### config.mk
export PLATFORM = sky130hd
export DESIGN_NAME = axi_info_regbank
export DESIGN_NICKNAME = d
export VERILOG_FILES = /design/src/rtl/axi_info_regbank.sv
export SDC_FILE = /design/constraint.sdc
export NUM_CORES = 1
export LEC_CHECK = 0
export ABC_AREA = 0
export CORE_AREA = 3 3 301 184
export CTS_CLUSTER_DIAMETER = 60
export CTS_CLUSTER_SIZE = 28
export DETAILED_ROUTE_END_ITERATION = 7
export DIE_AREA = 0 0 304 187
export SYNTH_ARGS = -nofsm -noshare
export SYNTH_HDL_FRONTEND = slang
export SYNTH_SLANG_ARGS = --single-unit
### constraint.sdc
create_clock -name S_AXI_ACLK_i -period 4 [get_ports S_AXI_ACLK_i]
set_input_delay 1 -clock S_AXI_ACLK_i [delete_from_list [all_inputs] [get_ports S_AXI_ACLK_i]]
set_output_delay 1 -clock S_AXI_ACLK_i [all_outputs]
set_load 0.02 [all_outputs]
### src/rtl/axi_info_regbank.sv
`default_nettype none
// ==========================================================================
// axi_info_regbank: AXI4-Lite slave, build-time RO info words + RW scratch/irq
// Revision: 1.0
// ==========================================================================
module axi_info_regbank #(
  parameter int C_S_AXI_ADDR_WIDTH = 12,
  parameter int C_S_AXI_DATA_WIDTH = 128,
  parameter int REG_DATA_WIDTH     = 64,
  parameter int REGNUM_RO          = 8,
  parameter int REGNUM_RW          = 4,
  parameter logic [REG_DATA_WIDTH*REGNUM_RO-1:0] INIT    = '0,
  parameter logic [REG_DATA_WIDTH*REGNUM_RW-1:0] RW_INIT = '0,
  parameter int IRQ_EN             = 1
) (
  input  logic                            S_AXI_ACLK_i,
  input  logic                            S_AXI_ARESET_i,
  input  logic [C_S_AXI_ADDR_WIDTH-1:0]   S_AXI_AWADDR_i,
  input  logic                            S_AXI_AWVALID_i,
  output logic                            S_AXI_AWREADY_o,
  input  logic [C_S_AXI_DATA_WIDTH-1:0]   S_AXI_WDATA_i,
  input  logic [C_S_AXI_DATA_WIDTH/8-1:0] S_AXI_WSTRB_i,
  input  logic                            S_AXI_WVALID_i,
  output logic                            S_AXI_WREADY_o,
  output logic [1:0]                      S_AXI_BRESP_o,
  output logic                            S_AXI_BVALID_o,
  input  logic                            S_AXI_BREADY_i,
  input  logic [C_S_AXI_ADDR_WIDTH-1:0]   S_AXI_ARADDR_i,
  input  logic                            S_AXI_ARVALID_i,
  output logic                            S_AXI_ARREADY_o,
  output logic [C_S_AXI_DATA_WIDTH-1:0]   S_AXI_RDATA_o,
  output logic [1:0]                      S_AXI_RRESP_o,
  output logic                            S_AXI_RVALID_o,
  input  logic                            S_AXI_RREADY_i,
  output logic                            INTERRUPT_o
);

  localparam int unsigned BYTES    = REG_DATA_WIDTH / 8;
  localparam int unsigned ADDR_LSB = $clog2(BYTES);
  localparam int unsigned ALIGN    = C_S_AXI_DATA_WIDTH / REG_DATA_WIDTH;
  localparam int unsigned LANE_W   = (ALIGN > 1) ? $clog2(ALIGN) : 1;
  localparam int unsigned IDX_W    = C_S_AXI_ADDR_WIDTH - ADDR_LSB;
  localparam int unsigned NRO      = REGNUM_RO;
  localparam int unsigned NRW      = REGNUM_RW;
  localparam int unsigned NREG     = NRO + NRW;

  localparam logic [1:0] RESP_OKAY   = 2'b00;
  localparam logic [1:0] RESP_SLVERR = 2'b10;
  localparam logic [1:0] RESP_DECERR = 2'b11;

  typedef enum logic {W_IDLE, W_RESP} wstate_t;
  typedef enum logic {R_IDLE, R_DATA} rstate_t;

  wstate_t                         wstate_q;
  rstate_t                         rstate_q;
  logic                            awready_q, wready_q, bvalid_q;
  logic                            aw_held_q, w_held_q;
  logic [1:0]                      bresp_q, rresp_q;
  logic [IDX_W-1:0]                awidx_q;
  logic [C_S_AXI_DATA_WIDTH-1:0]   wdata_q;
  logic [C_S_AXI_DATA_WIDTH/8-1:0] wstrb_q;
  logic                            arready_q, rvalid_q;
  logic [C_S_AXI_DATA_WIDTH-1:0]   rdata_q;
  logic [REG_DATA_WIDTH-1:0]       rw_q [REGNUM_RW];

  logic [IDX_W-1:0]                w_aw_idx, w_ar_idx;
  int unsigned                     w_aw_lane, w_ar_lane;
  logic [REG_DATA_WIDTH-1:0]       w_data_lane, w_rd_word;
  logic [BYTES-1:0]                w_strb_lane;
  logic                            w_wr_rw;
  logic [1:0]                      w_bresp, w_rresp;
  logic [C_S_AXI_DATA_WIDTH-1:0]   w_rd_data;
  logic                            w_unused_lsbs;

  assign w_unused_lsbs = ^{S_AXI_AWADDR_i[ADDR_LSB-1:0], S_AXI_ARADDR_i[ADDR_LSB-1:0]};

  // Write decode works on the captured address/data so AW and W can arrive apart.
  always_comb begin
    w_aw_idx    = awidx_q;
    w_aw_lane   = (ALIGN > 1) ? 32'(w_aw_idx[LANE_W-1:0]) : 32'd0;
    w_data_lane = '0;
    w_strb_lane = '0;
    for (int unsigned l = 0; l < ALIGN; l++) begin
      if (w_aw_lane == l) begin
        w_data_lane = wdata_q[l*REG_DATA_WIDTH +: REG_DATA_WIDTH];
        w_strb_lane = wstrb_q[l*BYTES +: BYTES];
      end
    end
    w_wr_rw = 1'b0;
    w_bresp = RESP_DECERR;
    if (32'(w_aw_idx) < NRO) begin
      w_bresp = RESP_SLVERR;
    end else if (32'(w_aw_idx) < NREG) begin
      w_bresp = RESP_OKAY;
      w_wr_rw = 1'b1;
    end
  end

  always_comb begin
    w_ar_idx  = S_AXI_ARADDR_i[C_S_AXI_ADDR_WIDTH-1:ADDR_LSB];
    w_ar_lane = (ALIGN > 1) ? 32'(w_ar_idx[LANE_W-1:0]) : 32'd0;
    w_rd_word = '0;
    w_rresp   = RESP_DECERR;
    for (int unsigned r = 0; r < NRO; r++) begin
      if (32'(w_ar_idx) == r) begin
        w_rd_word = INIT[r*REG_DATA_WIDTH +: REG_DATA_WIDTH];
        w_rresp   = RESP_OKAY;
      end
    end
    for (int unsigned r = 0; r < NRW; r++) begin
      if (32'(w_ar_idx) == NRO + r) begin
        w_rd_word = rw_q[r];
        w_rresp   = RESP_OKAY;
      end
    end
    w_rd_data = '0;
    for (int unsigned l = 0; l < ALIGN; l++) begin
      if (w_ar_lane == l) begin
        w_rd_data[l*REG_DATA_WIDTH +: REG_DATA_WIDTH] = w_rd_word;
      end
    end
  end

  always_ff @(posedge S_AXI_ACLK_i) begin
    if (S_AXI_ARESET_i) begin
      wstate_q  <= W_IDLE;
      awready_q <= 1'b0;
      wready_q  <= 1'b0;
      aw_held_q <= 1'b0;
      w_held_q  <= 1'b0;
      bvalid_q  <= 1'b0;
      bresp_q   <= RESP_OKAY;
      awidx_q   <= '0;
      wdata_q   <= '0;
      wstrb_q   <= '0;
      for (int unsigned r = 0; r < NRW; r++) begin
        rw_q[r] <= RW_INIT[r*REG_DATA_WIDTH +: REG_DATA_WIDTH];
      end
    end else begin
      case (wstate_q)
        W_IDLE: begin
          if (!aw_held_q) begin
            if (S_AXI_AWVALID_i && awready_q) begin
              awidx_q   <= S_AXI_AWADDR_i[C_S_AXI_ADDR_WIDTH-1:ADDR_LSB];
              aw_held_q <= 1'b1;
              awready_q <= 1'b0;
            end else begin
              awready_q <= 1'b1;
            end
          end
          if (!w_held_q) begin
            if (S_AXI_WVALID_i && wready_q) begin
              wdata_q  <= S_AXI_WDATA_i;
              wstrb_q  <= S_AXI_WSTRB_i;
              w_held_q <= 1'b1;
              wready_q <= 1'b0;
            end else begin
              wready_q <= 1'b1;
            end
          end
          if (aw_held_q && w_held_q) begin
            aw_held_q <= 1'b0;
            w_held_q  <= 1'b0;
            bvalid_q  <= 1'b1;
            bresp_q   <= w_bresp;
            wstate_q  <= W_RESP;
            for (int unsigned r = 0; r < NRW; r++) begin
              if (w_wr_rw && (32'(w_aw_idx) == NRO + r)) begin
                for (int unsigned j = 0; j < BYTES; j++) begin
                  if (w_strb_lane[j]) rw_q[r][j*8 +: 8] <= w_data_lane[j*8 +: 8];
                end
              end
            end
          end
        end
        W_RESP: begin
          if (S_AXI_BREADY_i) begin
            bvalid_q  <= 1'b0;
            awready_q <= 1'b1;
            wready_q  <= 1'b1;
            wstate_q  <= W_IDLE;
          end
        end
        default: wstate_q <= W_IDLE;
      endcase
    end
  end

  always_ff @(posedge S_AXI_ACLK_i) begin
    if (S_AXI_ARESET_i) begin
      rstate_q  <= R_IDLE;
      arready_q <= 1'b0;
      rvalid_q  <= 1'b0;
      rdata_q   <= '0;
      rresp_q   <= RESP_OKAY;
    end else begin
      case (rstate_q)
        R_IDLE: begin
          if (S_AXI_ARVALID_i && arready_q) begin
            rdata_q   <= w_rd_data;
            rresp_q   <= w_rresp;
            rvalid_q  <= 1'b1;
            arready_q <= 1'b0;
            rstate_q  <= R_DATA;
          end else begin
            arready_q <= 1'b1;
          end
        end
        R_DATA: begin
          if (S_AXI_RREADY_i) begin
            rvalid_q  <= 1'b0;
            arready_q <= 1'b1;
            rstate_q  <= R_IDLE;
          end
        end
        default: rstate_q <= R_IDLE;
      endcase
    end
  end

  assign S_AXI_AWREADY_o = awready_q;
  assign S_AXI_WREADY_o  = wready_q;
  assign S_AXI_BVALID_o  = bvalid_q;
  assign S_AXI_BRESP_o   = bresp_q;
  assign S_AXI_ARREADY_o = arready_q;
  assign S_AXI_RVALID_o  = rvalid_q;
  assign S_AXI_RDATA_o   = rdata_q;
  assign S_AXI_RRESP_o   = rresp_q;
  assign INTERRUPT_o     = (IRQ_EN != 0) ? rw_q[0][0] : 1'b0;

endmodule
`default_nettype wire

==> results.json <==
{
  "outcome": "finished clean",
  "synth_commonest_cells": "nand2_1 (310), dfxtp_1 (293), edfxtp_1 (256)",
  "cts_root_buf": "clkbuf_16",
  "seqPwrFrac_pct": 56.5,
  "grt_overflow_total": 0,
  "min_from": "wdata_q[74]$_SDFFE_PP0P_",
  "drv_cap": 0,
  "ys_async_sr_fraction_pct": 0,
  "period_needed_ps": 3030,
  "slowest_stage": "dfxtp_4",
  "grt_pass1_wl_mm": 94.1,
  "cts_tree": "built",
  "drive_above_1_share_pct": 4.73,
  "period_share_pct": 75.8,
  "startpoint_type": "register",
  "nets": 2348,
  "net-switching-power_w": 0.00271,
  "multi_input_area_sq_um": 7390,
  "ctsHoldBuffers": 0,
  "area_delta_synth_final_pct": 21.9,
  "p_comb_share_pct": 7.5,
  "hold_end": "wdata_q[74]$_SDFFE_PP0P_",
  "intPower_w": 0.00819,
  "first_iter_violations": 1738,
  "fmax_mhz": 330,
  "synth_ff_type": "dfxtp_1",
  "ant_nets": 0,
  "worstHoldPathType": "reg2reg",
  "synth_top_area_share_pct": 35.5,
  "hold-worst-slack_ps": 457,
  "synth-edff-count": 256,
  "syn_area_sq_um": 21600,
  "dieWidth_um": 304,
  "final_cells": 2905,
  "worst_slew_pin_slew_ps": 946,
  "route.detailed.drc": 0,
  "worstSetupPathType": "reg2reg",
  "synth_fp_nets": 2148,
  "p_per_area_nw_per_um2": 413,
  "dr.pass1.iters": 5,
  "grtUsageTotal_pct": 21.6,
  "ys_seq_area_share_pct": 62.7,
  "coreArea_sq_um": 52600,
  "drt-total-wl_mm": 63.6,
  "fin_skew_ps": 33.5,
  "seqCellArea_sq_um": 13600,
  "clk_path_buf_depth": 3,
  "slew_violations": 0,
  "ys_warn_count": 0,
  "clkPwrFrac_pct": 36.0,
  "grt_pass1_vias": 14898,
  "r2r_start": "awidx_q[0]$_SDFFE_PP0P_",
  "ys_seq_elements": 549,
  "leakagePower_nw": 8.92,
  "wl_per_cell_um": 21.9,
  "vias_per_cell": 5.41,
  "initial_core_util_pct": 41.1,
  "die_h_um": 187,
  "crit_fanout": 99,
  "arrival_ps": 3250,
  "holdPathStages": 2,
  "grt_start_max_net_pins": 102,
  "cpPeakStageDelay_ps": 950,
  "reg2reg_to": "rw_q[0][104]$_SDFFCE_PN0P_",
  "swShare_pct": 24.9,
  "routabilityCongestion": 0.849,
  "ff2ff_setup_slack_ps": 970,
  "hold_violations": 0,
  "cts_setup_buffers": 0,
  "dieArea_sq_um": 56800,
  "setup.worst_path.end_class": "register",
  "synth_area_leaders": "edfxtp_1 (36%), dfxtp_1 (27%), mux2i_1 (5.9%), nand2_1 (5.4%), o2bb2ai_1 (5.1%)",
  "dp_hpwl_mm": 43.6,
  "required_ps": 4220,
  "vias": 15730,
  "syn_area_per_cell_sq_um": 11.0,
  "ios": 313,
  "io_buffers": 306,
  "fillers": 4700,
  "numCtsBuffers": 34,
  "cts.clk_slew.worst_paths_ps": 100,
  "htree_levels": 2,
  "antenna_found_initial": 1,
  "yosys.area.top_type": "edfxtp_1",
  "rows": 65,
  "yosys.cell_count.top_type": "nand2_1",
  "setup_tns_ps": 0,
  "max-vdd-ir-drop_uv": 272,
  "crit_path_cell_trace": "nor4bb_1, and4_1, a21o_1",
  "reg2regPathDepth": 3,
  "synth.distinct_cells": 39,
  "slew_headroom_pct": 36.5,
  "setup_viol": 0,
  "clkLatencyLatePin_ps": 560,
  "cts_resized": 0,
  "clkSinkCount": 549,
  "post-place-cells": 2840,
  "rsz0062_at_grt": "no",
  "syn_inst": 1973
}
[per-layer routing]
metal / GRT usage, % / vias to the layer above / part of all wire (%)
li1: - / 7418 / -
met1: 36.1 / 7718 / 51
met2: 29.0 / 533 / 40
met3: 3.50 / 61 / 8.3
met4: 3.85 / 0 / 1.4
met5: 0 / - / 0
[worst max path at each step]
stage / start / end / slack [ps] / cells after the start
floorplan: S_AXI_ARESET_i / rw_q[0][152]$_SDFFCE_PN0P_ / 1630 / 6
global placement: S_AXI_WVALID_i / wstrb_q[8]$_SDFFE_PP0P_ / 960 / 5
detailed placement: S_AXI_WVALID_i / wdata_q[75]$_SDFFE_PP0P_ / 940 / 5
CTS: awidx_q[0]$_SDFFE_PP0P_ / rw_q[0][87]$_SDFFCE_PN0P_ / 990 / 3
global route: awidx_q[0]$_SDFFE_PP0P_ / rw_q[0][88]$_SDFFCE_PN0P_ / 700 / 3
finish: awidx_q[0]$_SDFFE_PP0P_ / rw_q[0][104]$_SDFFCE_PN0P_ / 970 / 3
[cells in the final DEF, fill, tap and decap left out, types with 15 or more instances in the layout]
cell type	count
a21o_1	32
nand3_1	49
a21oi_1	160
a31oi_1	15
and3b_1	18
nand3b_1	53
buf_4	26
edfxtp_1	256
mux2i_1	127
o2bb2ai_1	126
dfxtp_1	291
nor2_1	230
nand2_1	310
clkbuf_16	37
nor3_1	36
a211o_1	49
clkdlybuf4s50_1	304
[registers in the layout (all words and copies together) (netlist names), 2 cells and up]
register and flops:
awidx_q 9, rw_q 256, wstrb_q 16, S_AXI_RDATA_o 128, wdata_q 128, S_AXI_BRESP_o 2
[area by class of cell]
class / instances / area share, %
Tap cell: 703 / 3.34
Clock buffer: 38 / 3.53
Inverter: 3 / 0.0427
Clock inverter: 24 / 1.02
Multi-Input combinational cell: 1250 / 28.0
Antenna cell: 3 / 0.0285
Sequential cell: 549 / 51.4
Timing Repair Buffer: 335 / 12.6
[through the flow]
stage / power [W] / utilization, % / cell area (sq um) / worst slack [ps]
floorplan: 0.00672 / - / 21600 / 1630
global placement: 0.00709 / 47.8 / 25200 / 957
detailed placement: 0.00711 / 47.8 / 25200 / 941
CTS: 0.0110 / 50.1 / 26400 / 985
global route: 0.0113 / 50.1 / 26400 / 698
finish: 0.0109 / 50.1 / 26400 / 968
[kinds of logic after synthesis]
group | Yosys count | share of synthesized area (%)
buffers and inverters | 174 | 3.39
DFF | 549 | 62.7
and+or+nand+nor | 729 | 15.3
AOI/OAI and AO/OA | 393 | 12.7
muxes | 128 | 5.93
[power groups by stage]
stage / logic (W) / registers [W] / clock network, W
after floorplan: 0.000502 / 0.00622 / 0
after global placement: 0.000816 / 0.00628 / 0
after detailed placement: 0.000823 / 0.00629 / 0
after CTS: 0.000826 / 0.00616 / 0.00401
after global routing: 0.000892 / 0.00618 / 0.00423
final: 0.000819 / 0.00616 / 0.00392
[worst max-delay path: cells and delay by family (launching register included)]
kind	cells	cell delay [ps]
compound gates	1	470
flops	1	950
simple gates	2	1250
No activity file was read; power rests on OpenSTA's default activity.
